**src/rtl/spi_slave_if.sv**
```systemverilog
// SPI mode-0 target: oversampled, synchronised SPI pins, byte receive strobes and
// a one-deep transmit holding register with valid/ready handshake.
module spi_slave_if #(
   parameter int         SYNC_STAGES = 2,
   parameter logic [7:0] IDLE_BYTE   = 8'hFF
) (
   input  logic       clk,
   input  logic       reset,
   input  logic       spi_clk,
   input  logic       spi_cs,
   input  logic       spi_mosi,
   output logic       spi_miso,
   input  logic [7:0] tx_data,
   input  logic       tx_valid,
   output logic       tx_ready,
   output logic [7:0] rx_data,
   output logic       rx_valid,
   output logic       tx_underrun,
   output logic       active
);

   typedef enum logic {IDLE, SHIFT} state_t;

   logic [SYNC_STAGES-1:0] sclk_sync_reg;
   logic [SYNC_STAGES-1:0] cs_sync_reg;
   logic [SYNC_STAGES-1:0] mosi_sync_reg;
   logic                   sclk_prev_reg;
   logic                   cs_prev_reg;
   logic                   sclk_rise_reg;
   logic                   sclk_fall_reg;
   logic                   cs_fall_reg;
   logic                   cs_rise_reg;

   logic                   sclk_s;
   logic                   cs_s;
   logic                   mosi_s;

   state_t                 state_reg;
   logic [2:0]             bit_cnt_reg;
   logic [7:0]             shift_rx_reg;
   logic [7:0]             shift_tx_reg;
   logic [7:0]             hold_reg;
   logic                   hold_full_reg;
   logic                   load_pending_reg;
   logic [7:0]             rx_data_reg;
   logic                   rx_valid_reg;
   logic                   tx_underrun_reg;

   logic                   tx_wr;
   logic                   load;

   assign sclk_s = sclk_sync_reg[SYNC_STAGES-1];
   assign cs_s   = cs_sync_reg[SYNC_STAGES-1];
   assign mosi_s = mosi_sync_reg[SYNC_STAGES-1];

   // The cs chain resets to the asserted level so that a transaction still running
   // when reset is released never produces a cs_fall; only a fresh high-to-low does.
   always_ff @(posedge clk) begin
      if (reset) begin
         sclk_sync_reg <= '0;
         cs_sync_reg   <= '0;
         mosi_sync_reg <= '0;
         sclk_prev_reg <= 1'b0;
         cs_prev_reg   <= 1'b0;
         sclk_rise_reg <= 1'b0;
         sclk_fall_reg <= 1'b0;
         cs_fall_reg   <= 1'b0;
         cs_rise_reg   <= 1'b0;
      end else begin
         sclk_sync_reg <= {sclk_sync_reg[SYNC_STAGES-2:0], spi_clk};
         cs_sync_reg   <= {cs_sync_reg[SYNC_STAGES-2:0], spi_cs};
         mosi_sync_reg <= {mosi_sync_reg[SYNC_STAGES-2:0], spi_mosi};
         sclk_prev_reg <= sclk_s;
         cs_prev_reg   <= cs_s;
         sclk_rise_reg <= sclk_s & ~sclk_prev_reg;
         sclk_fall_reg <= ~sclk_s & sclk_prev_reg;
         cs_fall_reg   <= ~cs_s & cs_prev_reg;
         cs_rise_reg   <= cs_s & ~cs_prev_reg;
      end
   end

   assign tx_wr = tx_valid & ~hold_full_reg;
   assign load  = ((state_reg == IDLE) && cs_fall_reg) ||
                  ((state_reg == SHIFT) && !cs_rise_reg && sclk_fall_reg && load_pending_reg);

   always_ff @(posedge clk) begin
      if (reset) begin
         state_reg        <= IDLE;
         bit_cnt_reg      <= 3'd0;
         shift_rx_reg     <= 8'h00;
         shift_tx_reg     <= IDLE_BYTE;
         hold_reg         <= 8'h00;
         hold_full_reg    <= 1'b0;
         load_pending_reg <= 1'b0;
         rx_data_reg      <= 8'h00;
         rx_valid_reg     <= 1'b0;
         tx_underrun_reg  <= 1'b0;
      end else begin
         rx_valid_reg    <= 1'b0;
         tx_underrun_reg <= 1'b0;

         if (tx_wr) begin
            hold_reg      <= tx_data;
            hold_full_reg <= 1'b1;
         end

         // A write landing in the same cycle as a load only reaches the next load.
         if (load) begin
            if (hold_full_reg) begin
               shift_tx_reg  <= hold_reg;
               hold_full_reg <= 1'b0;
            end else begin
               shift_tx_reg    <= IDLE_BYTE;
               tx_underrun_reg <= 1'b1;
            end
         end

         case (state_reg)
            IDLE: begin
               if (cs_fall_reg) begin
                  state_reg        <= SHIFT;
                  bit_cnt_reg      <= 3'd0;
                  load_pending_reg <= 1'b0;
               end
            end
            SHIFT: begin
               if (cs_rise_reg) begin
                  state_reg        <= IDLE;
                  bit_cnt_reg      <= 3'd0;
                  load_pending_reg <= 1'b0;
               end else begin
                  if (sclk_rise_reg) begin
                     shift_rx_reg <= {shift_rx_reg[6:0], mosi_s};
                     bit_cnt_reg  <= bit_cnt_reg + 3'd1;
                     if (bit_cnt_reg == 3'd7) begin
                        rx_data_reg      <= {shift_rx_reg[6:0], mosi_s};
                        rx_valid_reg     <= 1'b1;
                        load_pending_reg <= 1'b1;
                     end
                  end
                  if (sclk_fall_reg) begin
                     if (load_pending_reg) begin
                        load_pending_reg <= 1'b0;
                     end else begin
                        shift_tx_reg <= {shift_tx_reg[6:0], 1'b0};
                     end
                  end
               end
            end
            default: state_reg <= IDLE;
         endcase
      end
   end

   assign spi_miso    = (state_reg == SHIFT) ? shift_tx_reg[7] : 1'b1;
   assign active      = (state_reg == SHIFT);
   assign tx_ready    = ~hold_full_reg;
   assign rx_data     = rx_data_reg;
   assign rx_valid    = rx_valid_reg;
   assign tx_underrun = tx_underrun_reg;

endmodule
```
**config.mk**
```make
export PLATFORM = sky130hd
export DESIGN_NAME = spi_slave_if
export DESIGN_NICKNAME = d
export VERILOG_FILES = /design/src/rtl/spi_slave_if.sv
export SDC_FILE = /design/constraint.sdc
export NUM_CORES = 1
export LEC_CHECK = 0
export BUFFER_PORTS_ARGS = -buffer_cell sky130_fd_sc_hd__buf_4
export CAP_MARGIN = 20
export CORE_MARGIN = 2
export CORE_UTILIZATION = 53
export CTS_BUF_LIST = sky130_fd_sc_hd__clkbuf_4 sky130_fd_sc_hd__clkbuf_8
export CTS_CLUSTER_SIZE = 10
export DETAILED_ROUTE_END_ITERATION = 10
export MAX_ROUTING_LAYER = met4
export PLACE_DENSITY = 0.89
export SYNTH_ARGS = -nofsm -noshare
export SYNTH_HDL_FRONTEND = slang
export SYNTH_SLANG_ARGS = --single-unit
```
**constraint.sdc**
```tcl
create_clock -name clk -period 1.2 [get_ports clk]
set_input_delay 0.3 -clock clk [delete_from_list [all_inputs] [get_ports clk]]
set_output_delay 0.3 -clock clk [all_outputs]
set_load 0.01 [all_outputs]
```
* Word level (Yosys, flattened, before mapping)
Cells that the tools add are included.
** Cells by class
- Add/sub/neg operators :: 1
- Eq/ne operators :: 3
- Mux-type cells :: 26
- Bitwise logic cells :: 14
- Reductions and logical operators :: 11
** Operators by type and width (count)
- two-way mux 8 bit :: 6
- two-way mux 1 bit :: 14
- two-way mux 3 bit :: 3
- NOT 1 bit :: 9
- case mux 3 bit (2 select lines) :: 1
- AND 1 bit :: 5
- logical AND 1 bit :: 4
- case mux 1 bit (2 select lines) :: 2
- AND reduction 4 bit :: 1
- OR reduction 4 bit :: 1
- adder 3 x 1 -> 3 bit (second input constant) :: 1
- == test 3 bit (second input constant) :: 1
- != test 3 bit (second input constant) :: 1
- AND reduction 3 bit :: 1
- != test 2 bit (second input constant) :: 1
- AND reduction 2 bit :: 1
- OR reduction 2 bit :: 1
- zero test 1 bit :: 1
- logical OR 1 bit :: 1
** Word-level totals
- Flip-flop bits (word level) :: 51
- Output and inout port bits :: 13
- Word-level logic and storage cells :: 74

* Logic depth before layout (Yosys ltp)
Gate-level depths: netlist of the first run.
- Depth in word-level cells :: 10
- Gate-level depth with buffers :: 6

* Worst setup path after synthesis of the first run
OpenSTA, ideal clock, no wires.
- Kind :: register -> register
- Start point :: register bit_cnt_reg[0]
- End point :: register rx_data_reg[0] (netlist: rx_data[0])
- Data arrival time :: 1.145 ns
- Data required time :: 1.068 ns
- Setup slack :: -0.077 ns
- Stages on the path, launching flop included :: 7
- Buffers on the path :: 1
- Clock period less this slack :: 1.277 ns
- Cell sequence :: dfxtp_1 ha_1 ha_1 and4b_2 buf_6 nand2_1 a21oi_1
** On the way
- Word-level cells in the longest chain between the ends :: 2
** Ends and longest elaborated chain
- start: declaration :: line 39 : logic [2:0] bit_cnt_reg;
- start signal: assignment :: line 134 : bit_cnt_reg <= bit_cnt_reg + 3'd1;
- == test 3 bit :: line 135 : if (bit_cnt_reg == 3'd7) begin
- AND reduction 4 bit (no line)
- end signal: assignment :: line 136 : rx_data_reg <= {shift_rx_reg[6:0], mosi_s};
- end: declaration :: line 45 : logic [7:0] rx_data_reg;
No other way between the ends.
A chain may end at the register's enable or synchronous reset.

* Worst setup path in the final report of the first run
- Start point :: register state_reg (netlist: active)
- End point :: output spi_miso
** On the way
- Word-level cells in the longest chain between the ends :: 1
** Ends and longest elaborated chain
- start: declaration :: line 38 : state_t state_reg;
- start signal: assignment :: line 88 : state_reg <= IDLE;
- start signal: assignment :: line 121 : state_reg <= SHIFT;
- start signal: assignment :: line 128 : state_reg <= IDLE;
- two-way mux 1 bit :: line 155 : assign spi_miso = (state_reg == SHIFT) ? shift_tx_reg[7] : 1'b1;
- end: declaration :: line 12 : output logic spi_miso,
No other way between the ends.

==> flow_metrics.env, run 1 <==
export IMPL_outcome="finished with violations"
export IMPL_violations="setup timing"
export IMPL_overflow=0
export IMPL_crit_fanout=5
export IMPL_insertion_delay_ns=0.30
export IMPL_worst_pin_slew_ns=0.384
export IMPL_via_count=1571
export IMPL_reg2reg_slack_ns=-0.06
export IMPL_synthCells=215
export IMPL_min_from="spi_mosi"
export IMPL_pre_cts_slack_ns=-0.0652
export IMPL_clock_path_buffers=2
export IMPL_synth_top_area_share_pct=52.1
export IMPL_ios=27
export IMPL_crit_path_start_kind="register"
export IMPL_core_mm2=0.00361
export IMPL_dr_pass1_iters=4
export IMPL_rr_startpoint="active"
export IMPL_cts_root_buf="clkbuf_8"
export IMPL_track_usage_pct=19.7
export IMPL_dpl_hpwl_um=2440
export IMPL_grt_pass1_wl_um=6310
export IMPL_cts_clk_slew_worst_paths_ns=0.08
export IMPL_die_area_mm2=0.00420
export IMPL_nets=267
export IMPL_cts_max_level=2
export IMPL_r2r_end="shift_tx_reg[1]"
export IMPL_period_share_pct=111
export IMPL_postRouteAntennaNets=0
export IMPL_initial_core_util_pct=54.3
export IMPL_drive_gt1_share_pct=36.9
export IMPL_routed_wirelength_um=3870
export IMPL_hold_path_endpoint="mosi_sync_reg[0]"
export IMPL_fmax_mhz=753
export IMPL_skew_ns=0.00808
export IMPL_postSynthAreaPerCell_um2=9.11
export IMPL_postCtsHoldBufs=0
export IMPL_cts_tree="done"
export IMPL_relSlewSlack_pct=74.4
export IMPL_cap_violations=0
export IMPL_power_density_mw_per_mm2=1160
export IMPL_ys_seq_area_share_pct=52.1
export IMPL_timing_final_ws_setup_ns=-0.128
export IMPL_leakagePower_uw=0.000995
export IMPL_synth_net_count=231
export IMPL_ys_ff_latch=51
export IMPL_die_w_um=64.8
export IMPL_cts_buffers=5
export IMPL_peakVddDrop_uv=919
export IMPL_crit_path_end_kind="primary output"
export IMPL_via_per_inst=5.24
export IMPL_globalplace_congestion=0.794
export IMPL_rsz0062_at_grt="true"
export IMPL_reg2reg_depth=6
export IMPL_post_route_min_period_ns=1.33
export IMPL_syn_area_mm2=0.00196
export IMPL_post_drt_wl_per_cell_um=12.9
export IMPL_critical_path_class="reg -> out"
export IMPL_final_hold_viol_count=0
export IMPL_drc=0
export IMPL_grt_antenna_before_repair=0
export IMPL_syn2layout_area_growth_pct=28.0
export IMPL_cts_sinks=51
export IMPL_synthDistinctLibCells=32
export IMPL_io_buffers=26
export IMPL_synth_top_area_cell="dfxtp_1"
export IMPL_n_fill_cell=274
export IMPL_die_y_um=64.8
export IMPL_ys_warn_count=0
export IMPL_dr_first_iter_drc_count=92
export IMPL_antennaDiodeCount=0
export IMPL_setup_viol=12
export IMPL_cp_arrival_ns=1.03
export IMPL_grt_start_max_net_pins=38
export IMPL_synth_area_leaders="dfxtp_1 (52%), nand2_1 (9.4%), a21oi_1 (8.7%)"
export IMPL_fin_util_pct=69.5
export IMPL_drv_slew=0
export IMPL_hp_class="in -> reg"
export IMPL_grt_pass1_vias=1438
export IMPL_rows=22
export IMPL_hold_depth=2
export IMPL_required_ns=0.90
-- where the power goes --
group          internal (uW)  switching [uW]  leakage [uW]
Sequential              1730            32.4      0.000418
Clock                    431             535     0.0000446
Combinational           91.9            93.2      0.000532
-- cell usage after synthesis --
cell type / instances
nand4b_4: 1
nand3b_1: 1
nor2_1: 4
nor2b_1: 11
ha_1: 2
o221a_2: 1
nor3b_2: 1
clkinv_1: 1
and3b_1: 1
and2b_1: 1
dfxtp_1: 51
a211oi_2: 1
nand2b_1: 4
buf_2: 3
o31ai_1: 8
nand4b_1: 1
o21ai_0: 2
buf_6: 5
nand3_1: 1
inv_1: 1
nor3_1: 8
buf_1: 2
clkbuf_1: 4
nor2_2: 1
and4b_1: 1
buf_4: 1
nor3b_1: 2
a21oi_1: 34
and4b_2: 1
nand2_1: 49
and4bb_4: 1
a211oi_1: 10
-- worst max-delay path: stages, from the launching register on --
cell      delay [ns]
dfxtp_4         0.36
buf_6           0.11
buf_6           0.11
nand2b_4        0.05
buf_6           0.09
-- cells by family (layout without fill, tap and decap cells) --
kind of cell	count (synthesis)	after routing	share of synthesized area, %
fa+ha+maj	2	2	1.28
buf+inv	17	54	5.55
simple gates	89	89	23.8
compound gates	56	56	17.3
flops	51	51	52.1
-- worst max path at each step --
| stage | end | slack, ns | depth (start not counted) | startpoint |
|---|---|---|---|---|
| 2_1_floorplan | rx_data[0] | 0.001 | 6 | bit_cnt_reg[0] |
| 3_3_place_gp | rx_data[0] | 0.01 | 5 | bit_cnt_reg[1] |
| 3_5_place_dp | shift_tx_reg[7] | -0.07 | 3 | cs_rise_reg |
| 4_1_cts | spi_miso | -0.14 | 4 | active |
| 5_1_grt | spi_miso | -0.17 | 4 | active |
| 6_report | spi_miso | -0.13 | 4 | active |
-- layer usage --
| layer | global-route usage [%] | vias up | part of all wire (%) |
|---|---|---|---|
| met5 | - | - | 0 |
| met4 | 6.91 | 0 | 1.2 |
| met3 | 4.86 | 7 | 3.8 |
| met2 | 31.1 | 31 | 51 |
| met1 | 24.6 | 728 | 44 |
| li1 | - | 805 | - |
-- layout by cell type, fill, tap and decap left out, types with 7 or more instances in the layout --
master	instances
a21oi_1	29
o31ai_1	8
nor2b_1	10
nand2_1	44
a211oi_2	8
buf_6	7
dfxtp_1	44
buf_4	37
nor3_1	8
-- final cells by class --
type / count / area [um2] / area share, %
clock buffer: 6 / 76.3 / 3.04
clock inverter: 2 / 12.5 / 0.499
inverter: 2 / 15.0 / 0.599
multi-input combinational: 147 / 952 / 38.0
sequential: 51 / 1030 / 41.3
tap: 48 / 60.1 / 2.40
timing repair buffer: 44 / 357 / 14.2
-- metrics by stage --
stage	area, um2	power (uW)	hold WS, ns	std cells	TNS [ns]
after CTS	2340	2900	0.215	293	-0.595
after global routing	2510	3040	0.221	300	-1.90
after detailed placement	2210	1950	0.398	284	-0.213
final	2510	2910	0.219	300	-0.582
after global placement	2210	1940	0.389	284	0
after floorplan	1990	1880	0.379	215	0
-- repair_timing --
item	CTS	global route
cloned	0	0
setup buffers	1	7
gates resized for setup	13	34
hold endpoints to repair	0	0
endpoints found under the setup margin	20	37
pin swaps	3	12
Power figures use the tool's default switching activity.
==> run 2: changes to the inputs <==
GPL_ROUTABILITY_DRIVEN = 0   (was not set)
PLACE_DENSITY = 0.77   (was 0.89)
==> run 2 against run 1 <==
Effect of this change: the flow still finishes with violations (setup timing); utilization shrank 0.10 points; flip-flop and latch count stayed put; final cell count did not move; via count about the same.
==> flow_metrics.env, run 2 (synthesis gave the netlist of run 1 again) <==
export IMPL_outcome="finished with violations"
export IMPL_violations="setup timing"
export IMPL_die_area_mm2=0.00420
export IMPL_drc=0
export IMPL_sw_frac_of_total_pct=20.8
export IMPL_dr_first_iter_drc_count=128
export IMPL_worst_pin_slew_ns=0.341
export IMPL_track_usage_pct=19.8
export IMPL_critical_path_class="reg -> out"
export IMPL_cp_common_cell="buf_6"
export IMPL_cap_violations=0
export IMPL_required_ns=0.90
export IMPL_crit_path_start_kind="register"
export IMPL_syn2layout_area_growth_pct=27.8
export IMPL_initial_core_util_pct=54.3
export IMPL_dpl_hpwl_um=2580
export IMPL_ios=27
export IMPL_nets=268
export IMPL_dr_pass1_iters=4
export IMPL_grt_antenna_before_repair=0
export IMPL_relSlewSlack_pct=77.2
export IMPL_drv_slew=0
export IMPL_drive_gt1_share_pct=36.5
export IMPL_die_y_um=64.8
export IMPL_rr_startpoint="bit_cnt_reg[0]"
export IMPL_rsz0062_at_grt="true"
export IMPL_cts_buffers=5
export IMPL_antennaDiodeCount=0
export IMPL_cp_arrival_ns=0.94
export IMPL_layout_commonest_cell="dfxtp_1"
export IMPL_overflow=0
export IMPL_power_density_mw_per_mm2=1240
export IMPL_combPwrFrac_pct=6.1
export IMPL_seqPwrFrac_pct=56.6
export IMPL_cts_max_level=2
export IMPL_cts_tree="done"
export IMPL_clkPwrFrac_pct=37.4
export IMPL_post_route_min_period_ns=1.24
export IMPL_postRouteAntennaNets=0
export IMPL_routed_wirelength_um=3840
export IMPL_layout_common_cells="dfxtp_1 (44), nand2_1 (43), buf_4 (40)"
export IMPL_die_w_um=64.8
export IMPL_cts_sinks=51
export IMPL_slowest_stage="dfxtp_4"
export IMPL_grt_start_max_net_pins=22
export IMPL_post_drt_wl_per_cell_um=12.8
export IMPL_grt_pass1_wl_um=6220
export IMPL_peakVddDrop_uv=797
export IMPL_netSwitchingPower_uw=643
export IMPL_crit_path_end_kind="primary output"
export IMPL_crit_start="active"
export IMPL_core_mm2=0.00361
export IMPL_timing_final_ws_setup_ns=-0.0352
export IMPL_io_buffers=26
export IMPL_via_count=1572
export IMPL_hp_class="in -> reg"
export IMPL_reg2reg_slack_ns=-0.01
export IMPL_reg2reg_depth=5
export IMPL_crit_fanout=6
export IMPL_setup_viol=4
export IMPL_path_cells="buf_6 > nand2b_4 > buf_6"
export IMPL_cts_clk_slew_worst_paths_ns=0.09
export IMPL_fmax_mhz=810
export IMPL_clock_path_buffers=2
export IMPL_endpoint="spi_miso"
export IMPL_postCtsHoldBufs=0
export IMPL_final_hold_viol_count=0
export IMPL_via_per_inst=5.24
export IMPL_r2r_end="rx_data[5]"
export IMPL_place_area_mm2=0.00229
export IMPL_n_fill_cell=275
export IMPL_cp_slowest_stage_delay_ns=0.38
export IMPL_period_share_pct=103
export IMPL_cts_root_buf="clkbuf_8"
export IMPL_fin_area_mm2=0.00250
export IMPL_rows=22
export IMPL_leakagePower_uw=0.00100
export IMPL_p_int_uw=2450
export IMPL_skew_ns=0.00563
export IMPL_total_power_uw=3100
export IMPL_insertion_delay_ns=0.30
export IMPL_grt_pass1_vias=1447
run 2: changes by cell type in the layout (fill, tap and decap cells not counted), sizes merged:
cell | before | now
buf | 44 | 45
bufinv | 0 | 1
clkinvlp | 1 | 0
inv | 2 | 1
run 2: what timing repair did:
item	CTS	global route
gates resized for setup	6	31
buffers inserted	1	0
setup endpoints to repair	31	36
pin swaps	1	4
hold endpoints to repair	0	0
cloned	0	0
run 2: final cells by class:
cell class | instances | area (um2) | share of cell area (%)
timing repair buffer | 45 | 365 | 14.6
multi-input combinational | 147 | 931 | 37.2
tap | 48 | 60.1 | 2.40
clock inverter | 1 | 30.0 | 1.20
sequential | 51 | 1030 | 41.2
inverter | 2 | 8.76 | 0.350
clock buffer | 6 | 76.3 | 3.05
run 2: worst min-delay path by stage:
stage	start	endpoint	depth (start not counted)
after global routing	spi_mosi	mosi_sync_reg[0]	2
final	spi_cs	cs_sync_reg[0]	2
after floorplan	reset	cs_prev_reg	1
after detailed placement	sclk_prev_reg	sclk_rise_reg	1
after CTS	spi_mosi	mosi_sync_reg[0]	2
after global placement	cs_prev_reg	cs_rise_reg	1
run 2: through the flow:
step	worst slack [ns]	cells	setup TNS (ns)	hold slack (ns)	util [%]
after floorplan	0.00111	215	0	0.379	-
after detailed placement	-0.0532	292	-0.147	0.397	63.4
after CTS	-0.0631	300	-0.0655	0.206	66.9
after global placement	0.00330	292	0	0.387	63.4
final	-0.0352	300	-0.0644	0.205	69.4
after global routing	-0.0724	300	-1.05	0.204	69.4
run 2: power groups by stage:
stage	sequential (uW)	clock [uW]	combinational (uW)
4_1_cts	1750	1170	183
6_report	1750	1160	188
5_1_grt	1760	1240	205
2_1_floorplan	1780	0	99.4
3_3_place_gp	1790	0	172
3_5_place_dp	1790	0	176
run 2: metal layers:
metal  global-route usage (%)  routed length (um)  vias up
met5                        -                   0        -
met4                     9.57                  61        0
met3                     4.17                 118        5
met2                     32.2                1890       22
met1                     23.4                1770      741
li1                         -                   -      804
run 2: critical path: cells and delay by family, from the launching register on:
kind	cells	cell delay, ns
buf+inv	2	0.21
flops	1	0.38
simple gates	1	0.04
==> run 3: changes to the inputs <==
REMOVE_ABC_BUFFERS = 1   (was not set)
==> run 3 against run 2 <==
Effect of this change: the run still ends with setup timing left; first-iteration DRC count decreased by 51%; power decreased by 2.8%; register-to-register slack got worse by 0.03 ns; sequential share of layout area is 0.77 points lower; maximum frequency is 3.9% lower; wire length decreased by 2.0%; die area is the same; sequential power about the same; worst hold slack got worse by 0.0099 ns.
==> flow_metrics.env, run 3 (synthesis gave the netlist of run 1 again) <==
export IMPL_core_mm2=0.00361
export IMPL_outcome="finished with violations"
export IMPL_via_count=1597
export IMPL_cp_arrival_ns=0.99
export IMPL_peakVddDrop_uv=902
export IMPL_insertion_delay_ns=0.31
export IMPL_power_density_mw_per_mm2=1180
export IMPL_clock_path_buffers=2
export IMPL_period_share_pct=107
export IMPL_dpl_hpwl_um=2280
export IMPL_post_drt_wl_per_cell_um=12.3
export IMPL_rows=22
export IMPL_hold_path_endpoint="mosi_sync_reg[0]"
export IMPL_postCtsHoldBufs=0
export IMPL_nets=272
export IMPL_cts_max_level=2
export IMPL_post_route_min_period_ns=1.29
export IMPL_fmax_mhz=778
export IMPL_setup_tns_ns=-0.302
export IMPL_rr_startpoint="active"
export IMPL_setup_viol=12
export IMPL_io_buffers=26
export IMPL_grt_pass1_vias=1329
export IMPL_total_power_uw=3010
export IMPL_cts_clk_slew_worst_paths_ns=0.09
export IMPL_worst_pin_slew_ns=0.322
export IMPL_layout_common_cells="nand2_1 (46), dfxtp_1 (44), buf_4 (43)"
export IMPL_hold_depth=2
export IMPL_relSlewSlack_pct=78.5
export IMPL_grt_start_max_net_pins=33
export IMPL_dr_pass1_iters=5
export IMPL_timing_final_ws_setup_ns=-0.0854
export IMPL_cap_violations=0
export IMPL_drc=0
export IMPL_required_ns=0.90
export IMPL_rsz0062_at_grt="true"
export IMPL_crit_start="active"
export IMPL_syn2layout_area_growth_pct=30.5
export IMPL_ios=27
export IMPL_r2r_end="shift_tx_reg[0]"
export IMPL_postRouteAntennaNets=0
export IMPL_violations="setup timing"
export IMPL_min_from="spi_mosi"
export IMPL_track_usage_pct=18.7
export IMPL_place_area_mm2=0.00222
export IMPL_drive_gt1_share_pct=36.2
export IMPL_antennaDiodeCount=0
export IMPL_dr_first_iter_drc_count=63
export IMPL_drv_slew=0
export IMPL_die_y_um=64.8
export IMPL_crit_fanout=8
export IMPL_die_w_um=64.8
export IMPL_crit_path_end_kind="primary output"
export IMPL_die_area_mm2=0.00420
export IMPL_hp_class="in -> reg"
export IMPL_overflow=0
export IMPL_grt_pass1_wl_um=5820
export IMPL_cts_tree="done"
export IMPL_leakagePower_uw=0.00106
export IMPL_reg2reg_slack_ns=-0.04
export IMPL_critical_path_class="reg -> out"
export IMPL_via_per_inst=5.24
export IMPL_skew_ns=0.00808
export IMPL_cts_buffers=5
export IMPL_fin_area_mm2=0.00256
export IMPL_cts_root_buf="clkbuf_8"
export IMPL_layout_commonest_cell="nand2_1"
export IMPL_final_hold_viol_count=0
export IMPL_initial_core_util_pct=54.3
export IMPL_reg2reg_depth=5
export IMPL_routed_wirelength_um=3760
export IMPL_grt_antenna_before_repair=0
export IMPL_crit_path_start_kind="register"
export IMPL_cts_sinks=51
-- run 3: metal layers --
metal | wire length (um) | vias up | share of wire, % | track usage (%)
met4 | 113 | 0 | 3.0 | 10.9
met5 | 0 | - | 0 | -
li1 | - | 821 | - | -
met3 | 162 | 11 | 4.3 | 5.73
met2 | 1840 | 38 | 49 | 28.2
met1 | 1650 | 727 | 44 | 22.0
-- run 3: critical path, stage by stage, from the launching register on --
cell      delay, ns
dfxtp_4        0.40
buf_6          0.11
nand2b_4       0.05
buf_6          0.12
-- run 3: report_power, final --
| part | total [uW] | internal (uW) | leakage (uW) | switching, uW |
|---|---|---|---|---|
| combinational | 184 | 90.2 | 0.000594 | 93.4 |
| sequential | 1750 | 1720 | 0.000418 | 26.1 |
| clock | 1080 | 525 | 0.0000505 | 551 |
| total | 3010 | 2340 | 0.00106 | 670 |
-- run 3: repair_timing --
action,in CTS,in global routing
pin swaps,9,12
buffers inserted,4,4
gates cloned,0,1
resized for setup,24,18
hold endpoints to repair,0,0
endpoints found under the setup margin,28,28
-- run 3: cell type report --
type,instances,area [um2]
clock buffers,7,96.3
flip-flops and latches,51,1030
fillers,285,1050
well taps,48,60.1
clock inverters,1,7.51
inverters,2,7.51
multi-input cells,148,972
repair buffers,48,379
-- run 3: worst max-delay path by stage --
stage,slack [ns],cells after the start,to
after floorplan,-0.08,3,shift_tx_reg[0]
after global placement,-0.11,3,shift_tx_reg[7]
after detailed placement,-0.13,3,shift_tx_reg[7]
after CTS,-0.1,3,spi_miso
after global routing,-0.12,3,spi_miso
final,-0.09,3,spi_miso
-- run 3: per-stage QoR --
stage / hold WS, ns / cells / worst slack (ns) / utilization, %
5_1_grt: 0.202 / 305 / -0.124 / 70.9
6_report: 0.195 / 305 / -0.0854 / 70.9
3_3_place_gp: 0.388 / 288 / -0.107 / 61.5
3_5_place_dp: 0.393 / 288 / -0.133 / 61.5
4_1_cts: 0.192 / 300 / -0.0954 / 68.1
2_1_floorplan: 0.365 / 200 / -0.0826 / -
